### config.mk
export PLATFORM = sky130hd
export DESIGN_NAME = tl_a_arbiter
export DESIGN_NICKNAME = d
export VERILOG_FILES = /design/src/rtl/tl_a_arbiter_pkg.sv /design/src/rtl/tl_a_arbiter_rr_pick.sv /design/src/rtl/tl_a_arbiter.sv
export SDC_FILE = /design/constraint.sdc
export NUM_CORES = 1
export LEC_CHECK = 0
export BUFFER_PORTS_ARGS = -buffer_cell sky130_fd_sc_hd__buf_2
export CORE_MARGIN = 5
export CORE_UTILIZATION = 25
export DETAILED_ROUTE_END_ITERATION = 7
export HOLD_SLACK_MARGIN = 0.1
export PLACE_DENSITY = 0.4
export SYNTH_ARGS = -nofsm -noshare
export SYNTH_HDL_FRONTEND = slang
export SYNTH_SLANG_ARGS = --single-unit
### constraint.sdc
create_clock -name clk -period 6.02 [get_ports clk]
set_clock_uncertainty 0.15 [all_clocks]
set_input_delay 1.806 -clock clk [delete_from_list [all_inputs] [get_ports clk]]
set_output_delay 1.806 -clock clk [all_outputs]
set_load 0.02 [all_outputs]
### src/rtl/tl_a_arbiter_pkg.sv
// ---------------------------------------------------------------------------
// tl_a_arbiter_pkg
// Shared TileLink definitions used by the A-channel arbiter.
//   - A-channel opcode constants
//   - arbiter FSM state encoding
//   - tl_has_data(): true for opcodes whose messages carry a data payload
// ---------------------------------------------------------------------------
package tl_a_arbiter_pkg;

    localparam logic [2:0] TL_OP_PUT_FULL    = 3'd0;
    localparam logic [2:0] TL_OP_PUT_PARTIAL = 3'd1;
    localparam logic [2:0] TL_OP_ARITHMETIC  = 3'd2;
    localparam logic [2:0] TL_OP_LOGICAL     = 3'd3;
    localparam logic [2:0] TL_OP_GET         = 3'd4;

    localparam logic [1:0] ST_IDLE  = 2'd0;
    localparam logic [1:0] ST_HOLD  = 2'd1;
    localparam logic [1:0] ST_BURST = 2'd2;

    // Data-carrying A messages occupy opcodes 0..3.
    function automatic logic tl_has_data(input logic [2:0] op);
        return (op <= TL_OP_LOGICAL);
    endfunction

endpackage

### src/rtl/tl_a_arbiter_rr_pick.sv
// ---------------------------------------------------------------------------
// tl_rr_pick
// Round-robin priority picker: returns the first requesting client found
// when searching upward from i_ptr with wrap-around.
//   i_req  [N-1:0]      request vector
//   i_ptr  [IDX_W-1:0]  highest-priority index
//   o_gnt  [N-1:0]      one-hot grant, zero when no request is set
// ---------------------------------------------------------------------------
module tl_rr_pick #(
    parameter int N     = 4,
    parameter int IDX_W = $clog2(N)
) (
    input  logic [N-1:0]     i_req,
    input  logic [IDX_W-1:0] i_ptr,
    output logic [N-1:0]     o_gnt
);

    logic             w_found;
    logic [IDX_W:0]   w_sum;
    logic [IDX_W-1:0] w_idx;

    // The extra sum bit lets the modulo work for non-power-of-two N.
    always_comb begin
        o_gnt   = '0;
        w_found = 1'b0;
        w_sum   = '0;
        w_idx   = '0;
        for (int k = 0; k < N; k++) begin
            w_sum = {1'b0, i_ptr} + (IDX_W+1)'(k);
            if (w_sum >= (IDX_W+1)'(N)) begin
                w_sum = w_sum - (IDX_W+1)'(N);
            end
            w_idx = w_sum[IDX_W-1:0];
            if (!w_found && i_req[w_idx]) begin
                o_gnt[w_idx] = 1'b1;
                w_found      = 1'b1;
            end
        end
    end

endmodule

### src/rtl/tl_a_arbiter.sv
// ---------------------------------------------------------------------------
// tl_a_arbiter
// Round-robin arbiter merging N_CLIENTS TileLink A channels onto one manager
// A port. A grant is locked while a valid is pending (HOLD) and for all
// beats of a multi-beat message (BURST), so beats never interleave.
//   clk, rst_n           clock, asynchronous active-low reset
//   req_valid_i/ready_o  per-client A handshake
//   req_opcode_i         per-client opcode, client i at [i*3 +: 3]
//   req_size_i           per-client log2 size, client i at [i*4 +: 4]
//   out_valid_o/ready_i  downstream A handshake
//   gnt_oh_o, gnt_idx_o  one-hot and binary grant for the external data mux
//   busy_o               grant locked (HOLD or BURST)
// ---------------------------------------------------------------------------
module tl_a_arbiter
    import tl_a_arbiter_pkg::*;
#(
    parameter int N_CLIENTS = 4,
    parameter int DATA_W    = 64,
    parameter int CNT_W     = 13
) (
    input  logic                         clk,
    input  logic                         rst_n,
    input  logic [N_CLIENTS-1:0]         req_valid_i,
    output logic [N_CLIENTS-1:0]         req_ready_o,
    input  logic [N_CLIENTS*3-1:0]       req_opcode_i,
    input  logic [N_CLIENTS*4-1:0]       req_size_i,
    output logic                         out_valid_o,
    input  logic                         out_ready_i,
    output logic [N_CLIENTS-1:0]         gnt_oh_o,
    output logic [$clog2(N_CLIENTS)-1:0] gnt_idx_o,
    output logic                         busy_o
);

    localparam int IDX_W   = $clog2(N_CLIENTS);
    localparam int BEAT_LG = $clog2(DATA_W / 8);

    logic [1:0]           r_state;
    logic [IDX_W-1:0]     r_ptr;
    logic [N_CLIENTS-1:0] r_gnt;
    logic [CNT_W-1:0]     r_remaining;

    logic [N_CLIENTS-1:0] w_pick;
    logic [N_CLIENTS-1:0] w_gnt;
    logic [IDX_W-1:0]     w_gnt_idx;
    logic [IDX_W-1:0]     w_next_ptr;
    logic [2:0]           w_op;
    logic [3:0]           w_size;
    logic [3:0]           w_shift;
    logic                 w_multi;
    logic [CNT_W-1:0]     w_rem_load;
    logic                 w_hs;

    tl_rr_pick #(
        .N     (N_CLIENTS),
        .IDX_W (IDX_W)
    ) u_pick (
        .i_req (req_valid_i),
        .i_ptr (r_ptr),
        .o_gnt (w_pick)
    );

    // Only IDLE follows the live picker; locked states replay the stored grant.
    assign w_gnt    = (r_state == ST_IDLE) ? w_pick : r_gnt;
    assign gnt_oh_o = w_gnt;

    always_comb begin
        w_gnt_idx = '0;
        for (int k = 0; k < N_CLIENTS; k++) begin
            if (w_gnt[k]) begin
                w_gnt_idx = IDX_W'(k);
            end
        end
    end

    assign gnt_idx_o   = w_gnt_idx;
    assign out_valid_o = |(req_valid_i & w_gnt);
    assign req_ready_o = {N_CLIENTS{out_ready_i}} & w_gnt;
    assign w_hs        = out_valid_o & out_ready_i;
    assign busy_o      = (r_state != ST_IDLE);

    // Beat count of the granted message; only meaningful on a first beat.
    assign w_op       = req_opcode_i[int'(w_gnt_idx)*3 +: 3];
    assign w_size     = req_size_i[int'(w_gnt_idx)*4 +: 4];
    assign w_multi    = tl_has_data(w_op) && (w_size > 4'(BEAT_LG));
    assign w_shift    = w_size - 4'(BEAT_LG);
    assign w_rem_load = (CNT_W'(1) << w_shift) - CNT_W'(1);
    assign w_next_ptr = (w_gnt_idx == IDX_W'(N_CLIENTS - 1)) ? '0 : w_gnt_idx + IDX_W'(1);

    // A first beat (IDLE or HOLD) advances the pointer and either finishes
    // the message or opens a burst; BURST counts down the remaining beats.
    always_ff @(posedge clk or negedge rst_n) begin
        if (!rst_n) begin
            r_state     <= ST_IDLE;
            r_ptr       <= '0;
            r_gnt       <= '0;
            r_remaining <= '0;
        end else begin
            case (r_state)
                ST_IDLE, ST_HOLD: begin
                    if (w_hs) begin
                        r_ptr <= w_next_ptr;
                        if (w_multi) begin
                            r_state     <= ST_BURST;
                            r_remaining <= w_rem_load;
                            r_gnt       <= w_gnt;
                        end else begin
                            r_state <= ST_IDLE;
                            r_gnt   <= '0;
                        end
                    end else if (r_state == ST_IDLE && out_valid_o) begin
                        r_state <= ST_HOLD;
                        r_gnt   <= w_pick;
                    end
                end
                ST_BURST: begin
                    if (w_hs) begin
                        if (r_remaining == CNT_W'(1)) begin
                            r_state     <= ST_IDLE;
                            r_gnt       <= '0;
                            r_remaining <= '0;
                        end else begin
                            r_remaining <= r_remaining - CNT_W'(1);
                        end
                    end
                end
                default: begin
                    r_state <= ST_IDLE;
                    r_gnt   <= '0;
                end
            endcase
        end
    end

endmodule

==> metrics.yaml, run 1 <==
status: "completed"
wire_per_inst_um: 16.7
synthArstFlopShare_pct: 100
ys_seq_area_share_pct: 20.8
place_congestion: 0.805
period_needed_ns: 5.88
cp_cell_sequence: "buf_2 > mux4_2 > a2111oi_4 > o21ai_0 > a221oi_1 > and3_1 > inv_1 > buf_2"
maxCapViolCount: 0
relSlewSlack_pct: 37.0
setup_violations: 0
power.total_w: 0.00218
rows: 36
synth_ff_type: "dfrtp_1"
cts.sinks: 21
vias: 2715
regArea_um2: 526
synth_edf_count: 0
worstHoldEndpoint: "r_gnt[3]$_DFFE_PN0P_"
syn_nets: 375
io_pins: 47
yosysMostFrequentCell: "nor2_1"
fin_tns_setup_ns: 0
worstSetupStartpointType: "input port"
slowest_stage: "mux4_2"
rrSetupSlack_ns: 0.98
fmax_mhz: 170
vdd_ir_drop_max_mv: 0.307
crit_arrival_ns: 3.92
fill_cells: 1130
drtAntennaViolNets: 0
min_from: "r_gnt[3]$_DFFE_PN0P_"
fp.dieH_um: 111
grt_pass1_wl_mm: 14.4
hold_viol: 0
critPathRequiredTime_ns: 4.06
syn_area_per_cell_um2: 7.63
rr_endpoint: "r_remaining[10]$_DFFE_PN0P_"
drive_above_1_share_pct: 24.5
cpPeakStageDelay_ns: 0.54
drt_first_pass_iters: 4
coreArea_um2: 9820
p_leak_nw: 1.30
ys_warn_count: 0
clock_path_buffers: 2
numCtsBuffers: 3
overflow: 0
hold_depth: 1
clockRootBuffer: "clkbuf_8"
routed_via_density: 5.21
grt_max_degree: 22
finalCritPeriodShare_pct: 97.6
path_clk_slew_ns: 0.09
ctsResizeCount: 0
first_iter_violations: 210
die_w_um: 111
cts_setup_buffers: 0
yosys-top-cells-count: "nor2_1 (34), nand2_1 (23), a21oi_1 (22), inv_1 (22), dfrtp_1 (21)"
grt_usage_pct: 14.1
cts_tree: "yes"
hold_buffers: 0
end_kind: "output pin"
drc_errors: 0
path_delay_family: "compound AO/OA/AOI/OAI gates"
initial_core_util_pct: 25.7
drt_wl_total_mm: 8.69
rsz0062_at_grt: "no"
multi_input_area_um2: 1810
critPathMaxFanout: 9
n_antenna_cell: 0
tightest_slew_ns: 0.943
synthTopCellsByArea: "dfrtp_1 (21%), nor2_1 (5.1%), ha_1 (4.5%)"
power_per_cell_area_nw_per_um2: 707
drv_slew: 0
synth-seq-cells: 21
place.detailed.hpwl_mm: 6.95
fin_nets: 433
crit_top_cell: "buf_2"
syn2layout_area_growth_pct: 21.8
yosys.area.top_type: "dfrtp_1"
netlist.area_leader.share_pct: 20.8
io_buffers: 38
worstReg2RegStart: "r_ptr[1]$_DFFE_PN0P_"
cp_num_buf_inv: 3
crit_type: "in -> out"
syn_area_um2: 2530
yosysUniqueCellTypes: 66
min_path_type: "reg -> reg"
dieArea_um2: 12200
cts_max_level: 1
clk-insertion-delay-late_ns: 0.27
first_global_vias: 2734
r2r_cells: 17
antenna_found_initial: 0
synth_cells: 331
## metal layers
layer	global-route usage [%]	share of wire [%]
met3	2.08	2.7
met2	23.1	48
met4	2.71	0.76
met1	19.8	48
met5	0	0
## sequential cells by signal, summed over array words and instances (netlist names)
signal / flops
r_gnt: 4
r_state: 2
r_remaining: 13
r_ptr: 2
## logic make-up (layout without fill, tap and decap cells)
logic type | Yosys count | in the layout | share of synthesized area [%]
and+or+nand+nor | 135 | 135 | 27.0
AOI/OAI and AO/OA | 113 | 113 | 33.7
buffers and inverters | 40 | 97 | 7.68
DFF | 21 | 21 | 20.8
muxes | 12 | 12 | 5.94
adders and majority gates | 9 | 9 | 4.46
xor gates and xnor gates | 1 | 1 | 0.347
## worst max path at each step
| stage | start | end | slack, ns | cells past startpoint |
|---|---|---|---|---|
| 2_1_floorplan | req_valid_i[2] | gnt_idx_o[0] | 0.06 | 8 |
| 3_5_place_dp | req_valid_i[3] | out_valid_o | 0.15 | 8 |
| 3_3_place_gp | req_valid_i[3] | out_valid_o | 0.14 | 8 |
| 6_report | req_valid_i[3] | out_valid_o | 0.14 | 8 |
| 4_1_cts | req_valid_i[3] | out_valid_o | 0.14 | 8 |
| 5_1_grt | req_valid_i[3] | out_valid_o | 0.006 | 8 |
## cells in the final DEF (no fill, tap or decap), types with 3 or more instances in the layout
| cell type | count |
|---|---|
| a21oi_1 | 22 |
| o2bb2ai_1 | 3 |
| mux2_2 | 4 |
| dfrtp_1 | 21 |
| clkbuf_8 | 3 |
| ha_1 | 9 |
| nor2_1 | 34 |
| buf_4 | 32 |
| or3_1 | 3 |
| nor2b_1 | 3 |
| o22ai_1 | 6 |
| o31ai_1 | 5 |
| nand2b_1 | 7 |
| a31oi_1 | 5 |
| a211oi_1 | 3 |
| o211ai_1 | 8 |
| inv_1 | 22 |
| nor3_1 | 15 |
| o21ai_0 | 20 |
| a21o_1 | 3 |
| and2_1 | 7 |
| nand3_1 | 15 |
| nand4_1 | 3 |
| nor4_1 | 8 |
| a211o_1 | 3 |
| buf_2 | 38 |
| and3_1 | 5 |
| mux2i_1 | 6 |
| o32ai_1 | 3 |
| nand2_1 | 23 |
## metrics by stage
stage	instances	setup WS (ns)	hold WS [ns]	area [um^2]	utilization (%)
global placement	517	0.137	0.337	3030	30.9
finish	521	0.142	0.370	3080	31.3
CTS	521	0.140	0.377	3080	31.3
floorplan	331	0.0647	0.316	2530	-
detailed placement	517	0.150	0.356	3030	30.9
global route	521	0.00635	0.401	3080	31.3
## power breakdown
part | total, W | switching [W] | leakage (nW) | internal [W]
combinational | 0.00181 | 0.00107 | 1.01 | 0.000738
clock | 0.0000975 | 0.0000513 | 0.0255 | 0.0000462
sequential | 0.000273 | 0.0000676 | 0.260 | 0.000205
total | 0.00218 | 0.00119 | 1.30 | 0.000990
## cell type report
| cell class | count | area share, % |
|---|---|---|
| clock inverter | 1 | 0.163 |
| tap | 133 | 5.41 |
| sequential | 21 | 17.1 |
| clock buffer | 3 | 1.34 |
| timing repair buffer | 71 | 14.6 |
| multi-input combinational | 270 | 58.7 |
| inverter | 22 | 2.68 |
(Power assumes the default switching activity.)
==> inputs of run 2 (changes only) <==
Settings changed: RECOVER_POWER set to 50.
==> run 2 against run 1 <==
Net effect:
- clock-buffer cell count unchanged
- non-clock buffer count is the same
- combinational power is essentially flat
- register-to-register slack worse by 0.02 ns
- die area unchanged
- maximum frequency barely moved
- highest routed layer unchanged
==> metrics.yaml, run 2 (synthesis results as in run 1) <==
status: "completed"  # unchanged
vdd_ir_drop_max_mv: 0.305  # was 0.307 mV
first_global_vias: 2734  # unchanged
finalNonFillerCells: 521  # unchanged
overflow: 0  # unchanged
rows: 36  # unchanged
antenna_found_initial: 0  # unchanged
top_register: "r_remaining"  # unchanged
clk-insertion-delay-late_ns: 0.26  # was 0.27 ns
power.total_w: 0.00217  # was 0.00218 W
n_antenna_cell: 0  # unchanged
r2r_cells: 17  # unchanged
path_clk_slew_ns: 0.09  # about the same
crit_type: "in -> out"  # unchanged
syn2layout_area_growth_pct: 21.5  # was 21.8%
grt_usage_pct: 14.1  # unchanged
rsz0062_at_grt: "no"  # unchanged
p_leak_nw: 1.29  # was 1.30 nW
largest_reg_flops: 13  # unchanged
maxCapViolCount: 0  # unchanged
clockRootBuffer: "clkbuf_8"  # unchanged
fp.dieH_um: 111  # unchanged
cts_tree: "yes"  # unchanged
fmax_mhz: 170  # about the same
io_buffers: 38  # unchanged
dp_slack_ns: 0.150  # unchanged
ctsResizeCount: 0  # unchanged
final_cell_mix: "buf_2 (37), nor2_1 (34), buf_4 (30), nand2_1 (23)"  # was buf_2 (38), nor2_1 (34), buf_4 (32), nand2_1 (23)
cts_setup_buffers: 0  # unchanged
wire_per_inst_um: 16.7  # about the same
die_w_um: 111  # unchanged
regArea_um2: 526  # unchanged
power_per_cell_area_nw_per_um2: 708  # was 707 nW/um^2
crit_arrival_ns: 3.92  # about the same
clock_path_buffers: 2  # unchanged
cts.sinks: 21  # unchanged
power.share.combinational_pct: 83.0  # about the same
fill_cells: 1132  # was 1130
worstSetupStartpointType: "input port"  # unchanged
layout_commonest_cell: "buf_2"  # unchanged
grt_pass1_wl_mm: 14.4  # unchanged
dp.cells: 517  # unchanged
first_iter_violations: 195  # was 210
worstHoldEndpoint: "r_gnt[3]$_DFFE_PN0P_"  # unchanged
hold_viol: 0  # unchanged
vias: 2725  # was 2715
place_congestion: 0.805  # unchanged
fin_tns_setup_ns: 0  # unchanged
rr_endpoint: "r_remaining[6]$_DFFE_PN0P_"  # was r_remaining[10]$_DFFE_PN0P_
multi_input_area_um2: 1810  # unchanged
io_pins: 47  # unchanged
drt_first_pass_iters: 4  # unchanged
min_path_type: "reg -> reg"  # unchanged
cts_max_level: 1  # unchanged
critPathMaxFanout: 9  # unchanged
tightest_slew_ns: 1.36  # was 0.943 ns
dieArea_um2: 12200  # unchanged
coreArea_um2: 9820  # unchanged
finalCritPeriodShare_pct: 97.7  # was 97.6%
drt_wl_total_mm: 8.70  # was 8.69 mm
hold_buffers: 0  # unchanged
relSlewSlack_pct: 9.01  # was 37.0%
top_regs: "r_remaining (13), r_gnt (4)"  # unchanged
drv_slew: 0  # unchanged
p_int_w: 0.000984  # was 0.000990 W
period_needed_ns: 5.88  # about the same
drtAntennaViolNets: 0  # unchanged
initial_core_util_pct: 25.7  # unchanged
critPathRequiredTime_ns: 4.06  # about the same
rrSetupSlack_ns: 0.96  # was 0.98 ns
power.share.clock_pct: 4.4  # was 4.5%
drc_errors: 0  # unchanged
end_kind: "output pin"  # unchanged
grt_max_degree: 22  # unchanged
drive_above_1_share_pct: 23.7  # was 24.5%
min_from: "r_gnt[3]$_DFFE_PN0P_"  # unchanged
worstReg2RegStart: "r_ptr[1]$_DFFE_PN0P_"  # unchanged
setup_violations: 0  # unchanged
routed_via_density: 5.23  # was 5.21
numCtsBuffers: 3  # unchanged
seqPwrFrac_pct: 12.6  # was 12.5%
p_sw_share_pct: 54.7  # was 54.5%
hold_depth: 1  # unchanged
worst_slack_ns: 0.139  # was 0.142 ns
p_sw_w: 0.00119  # about the same
place.detailed.hpwl_mm: 6.95  # unchanged
fin_nets: 433  # unchanged
[run 2: cell type report]
type / count / area share (%)
multi-input cells: 270 / 58.9
flip-flops and latches: 21 / 17.1
repair buffers: 71 / 14.4
well taps: 133 / 5.42
inverters: 22 / 2.69
clock buffers: 3 / 1.35
clock inverters: 1 / 0.163
[run 2: how the worst max path moves through the flow]
| stage | start | end | slack, ns | depth (start not counted) |
|---|---|---|---|---|
| 2_1_floorplan | req_valid_i[2] | gnt_idx_o[0] | 0.06 | 8 |
| 3_3_place_gp | req_valid_i[3] | out_valid_o | 0.14 | 8 |
| 3_5_place_dp | req_valid_i[3] | out_valid_o | 0.15 | 8 |
| 4_1_cts | req_valid_i[3] | out_valid_o | 0.14 | 8 |
| 5_1_grt | req_valid_i[3] | out_valid_o | 0.006 | 8 |
| 6_report | req_valid_i[3] | out_valid_o | 0.14 | 8 |
[run 2: layer usage]
layer	vias up	wire, um	GRT usage, %
met4	0	66	2.71
met2	49	4160	23.1
li1	1369	-	-
met1	1303	4210	19.8
met5	-	0	0
met3	4	265	2.08
[run 2: power by group through the flow]
stage | registers, W | clock network (W) | logic (W)
after detailed placement | 0.000275 | 0 | 0.00181
after global routing | 0.000283 | 0.000109 | 0.00199
after floorplan | 0.000253 | 0 | 0.00122
final | 0.000273 | 0.0000958 | 0.00180
after global placement | 0.000277 | 0 | 0.00182
after CTS | 0.000273 | 0.000102 | 0.00182
[run 2: critical path: stages]
cell and delay, ns:
buf_2 0.16, mux4_2 0.54, a2111oi_4 0.36, o21ai_0 0.21, a221oi_1 0.38, and3_1 0.24, inv_1 0.07, buf_2 0.16
[run 2: metrics by stage]
step / util, % / hold slack [ns] / cell area [um^2]
final: 31.3 / 0.370 / 3070
after detailed placement: 30.9 / 0.356 / 3030
after CTS: 31.3 / 0.377 / 3080
after floorplan: - / 0.316 / 2530
after global routing: 31.3 / 0.401 / 3070
after global placement: 30.9 / 0.337 / 3030
==> inputs of run 3 (changes only) <==
Settings changed: ABC_AREA set to 1.
==> run 3 against run 2 <==
Net effect:
- synthesized area down 1.1%
- first-iteration DRC count is 28% lower
- maximum frequency increased by 4.4%
- critical path depth grew 8
- critical path type unchanged
- global-route usage decreased by 1.6 points
==> metrics.yaml, run 3 <==
vias: 2490  # was 2725
syn_area_um2: 2500  # was 2530 um^2
relSlewSlack_pct: 17.3  # was 9.01%
rows: 36  # unchanged
yosys.area.top_type: "dfrtp_1"  # unchanged
worstSetupStartpointType: "input port"  # unchanged
initial_core_util_pct: 25.6  # was 25.7%
io_pins: 47  # unchanged
wire_per_inst_um: 12.8  # was 16.7 um
coreArea_um2: 9770  # was 9820 um^2
first_iter_violations: 141  # was 195
n_antenna_cell: 0  # unchanged
drt_wl_total_mm: 7.02  # was 8.70 mm
hold_viol: 0  # unchanged
grt_usage_pct: 12.6  # was 14.1%
status: "completed"  # unchanged
syn_nets: 420  # was 375
dp_slack_ns: 0.439  # was 0.150 ns
top_regs: "r_remaining (13), r_gnt (4)"  # unchanged
crit_top_cell: "nand2_1"  # was buf_2
ys_seq_area_share_pct: 21.0  # was 20.8%
synth_cells: 376  # was 331
rrSetupSlack_ns: 1.83  # was 0.96 ns
synth-seq-cells: 21  # unchanged
period_needed_ns: 5.63  # was 5.88 ns
fp.dieH_um: 110  # was 111 um
crit_arrival_ns: 3.67  # was 3.92 ns
largest_reg_flops: 13  # unchanged
antenna_found_initial: 0  # unchanged
yosysMostFrequentCell: "nand2_1"  # was nor2_1
synth_ff_type: "dfrtp_1"  # unchanged
syn_area_per_cell_um2: 6.64  # was 7.63 um^2
path_clk_slew_ns: 0.09  # about the same
drv_slew: 0  # unchanged
synthTopCellsByArea: "dfrtp_1 (21%), nand2_1 (14%), nand3_1 (7.0%)"  # was dfrtp_1 (21%), nor2_1 (5.1%), ha_1 (4.5%)
drtAntennaViolNets: 0  # unchanged
numCtsBuffers: 3  # unchanged
cp_num_buf_inv: 5  # was 3
overflow: 0  # unchanged
drc_errors: 0  # unchanged
drt_first_pass_iters: 6  # was 4
cp_cell_sequence: "clkbuf_1 > inv_1 > nand2_1 > nand3_1 > nand2_1 > nand3_1 > o21ai_0 > a21oi_1 > nand2_1 > inv_1 > nand2_1 > nand2_1 > o22ai_1 > nor2_1 > inv_1 > buf_2"  # was buf_2 > mux4_2 > a2111oi_4 > o21ai_0 > a221oi_1 > and3_1 > inv_1 > buf_2
cts_max_level: 1  # unchanged
critPathRequiredTime_ns: 4.06  # about the same
synthArstFlopShare_pct: 100  # unchanged
netlist.area_leader.share_pct: 21.0  # was 20.8%
min_path_type: "reg -> reg"  # unchanged
io_buffers: 38  # unchanged
grt_max_degree: 22  # unchanged
slowest_stage: "nor2_1"  # was mux4_2
cts_tree: "yes"  # unchanged
clockRootBuffer: "clkbuf_8"  # unchanged
top_register: "r_remaining"  # unchanged
critPathMaxFanout: 4  # was 9
crit_type: "in -> out"  # unchanged
r2r_cells: 24  # was 17
ctsResizeCount: 0  # unchanged
worstReg2RegStart: "r_ptr[0]$_DFFE_PN0P_"  # was r_ptr[1]$_DFFE_PN0P_
worst_slack_ns: 0.390  # was 0.139 ns
hold_depth: 2  # was 1
place.detailed.hpwl_mm: 5.74  # was 6.95 mm
syn2layout_area_growth_pct: 14.6  # was 21.5%
tightest_slew_ns: 1.24  # was 1.36 ns
setup_violations: 0  # unchanged
path_delay_family: "simple AND/OR/NAND/NOR gates"  # was compound AO/OA/AOI/OAI gates
ys_warn_count: 0  # unchanged
worstHoldEndpoint: "r_gnt[3]$_DFFE_PN0P_"  # unchanged
fmax_mhz: 178  # was 170 MHz
maxCapViolCount: 0  # unchanged
hold_buffers: 0  # unchanged
routed_via_density: 4.53  # was 5.23
fin_nets: 462  # was 433
dieArea_um2: 12100  # was 12200 um^2
end_kind: "output pin"  # unchanged
final_util_pct: 29.3  # was 31.3%
clk-insertion-delay-late_ns: 0.27  # was 0.26 ns
grt_pass1_wl_mm: 12.3  # was 14.4 mm
place_congestion: 0.839  # was 0.805
finalCritPeriodShare_pct: 93.5  # was 97.7%
min_from: "r_gnt[3]$_DFFE_PN0P_"  # unchanged
yosysUniqueCellTypes: 36  # was 66
fin_tns_setup_ns: 0  # unchanged
final_cell_mix: "nand2_1 (95), inv_1 (41), nor2_1 (40), buf_2 (36), nand3_1 (35)"  # was buf_2 (37), nor2_1 (34), buf_4 (30), nand2_1 (23)
rr_endpoint: "r_remaining[8]$_DFFE_PN0P_"  # was r_remaining[6]$_DFFE_PN0P_
rsz0062_at_grt: "no"  # unchanged
yosys-top-cells-count: "nand2_1 (94), inv_1 (40), nor2_1 (39)"  # was nor2_1 (34), nand2_1 (23), a21oi_1 (22), inv_1 (22), dfrtp_1 (21)
synth_edf_count: 0  # unchanged
first_global_vias: 2477  # was 2734
layout_commonest_cell: "nand2_1"  # was buf_2
drive_above_1_share_pct: 25.2  # was 23.7%
clock_path_buffers: 2  # unchanged
cts.sinks: 21  # unchanged
cts_setup_buffers: 0  # unchanged
cpPeakStageDelay_ns: 0.28  # was 0.54 ns
die_w_um: 110  # was 111 um
-- run 3: cell count changes in the layout (fill, tap and decap cells not counted), moves of 11 or more --
cell	previous run	this run
buf_4	30	3
inv_1	22	41
nand2_1	23	95
nand2_4	0	12
nand3_1	15	35
nor3_1	15	4
-- run 3: logic make-up (layout without fill, tap and decap cells) --
| family | count (synthesis) | count (layout) | synth area share, % |
|---|---|---|---|
| flops | 21 | 21 | 21.0 |
| buf+inv | 57 | 98 | 10.6 |
| fa+ha+maj | 9 | 9 | 4.51 |
| simple gates | 226 | 226 | 47.3 |
| compound gates | 53 | 53 | 13.0 |
| xor+xnor | 10 | 10 | 3.51 |
-- run 3: stage by stage --
step,cell area (um^2),std cells,hold WS (ns)
2_1_floorplan,2500,376,0.312
3_3_place_gp,2820,546,0.334
3_5_place_dp,2820,546,0.335
4_1_cts,2870,550,0.362
5_1_grt,2860,550,0.386
6_report,2860,550,0.356
-- run 3: worst register-to-register path, cell delays in order (launching register included) --
cell	delay, ns
dfrtp_1	0.64
inv_6	0.13
ha_1	0.39
inv_1	0.09
nand3_1	0.09
nand2_1	0.11
nand3_1	0.15
nor2_1	0.06
nor2_2	0.11
nand3_2	0.11
nand2_4	0.11
buf_4	0.22
nand2_4	0.12
nor2_1	0.12
nand2_1	0.06
nand2_1	0.41
inv_4	0.09
nand3_2	0.12
ha_1	0.23
inv_1	0.10
nor2_4	0.18
nand3_2	0.09
nand2_1	0.07
nand3_1	0.09
a21oi_2	0.13
-- run 3: cell type report --
type	count	area, um^2
clock buffers	3	41.3
repair buffers	41	210
well taps	133	166
clock inverters	1	5.00
flip-flops and latches	21	526
multi-input cells	298	1700
inverters	53	211
fillers	1121	6910
-- run 3: how the worst max path moves through the flow --
| stage | endpoint | slack (ns) | cells past startpoint | from |
|---|---|---|---|---|
| 4_1_cts | out_valid_o | 0.44 | 16 | req_valid_i[2] |
| 3_3_place_gp | out_valid_o | 0.42 | 16 | req_valid_i[2] |
| 2_1_floorplan | out_valid_o | 1.00 | 13 | req_valid_i[3] |
| 6_report | out_valid_o | 0.39 | 16 | req_valid_i[2] |
| 3_5_place_dp | out_valid_o | 0.44 | 16 | req_valid_i[2] |
| 5_1_grt | out_valid_o | 0.20 | 16 | req_valid_i[2] |
-- run 3: metal layers --
layer  wire, um  track usage, %  up-vias
met2       2990            19.2       46
met1       3760            19.1     1151
met4         28            1.42        0
met3        241            1.76        2
li1           -               -     1291
met5          0               0        -
Power of run 3 is left out: the tool's default activity adds up to more than one toggle a clock period on the data nets, which glitch-free logic cannot reach.
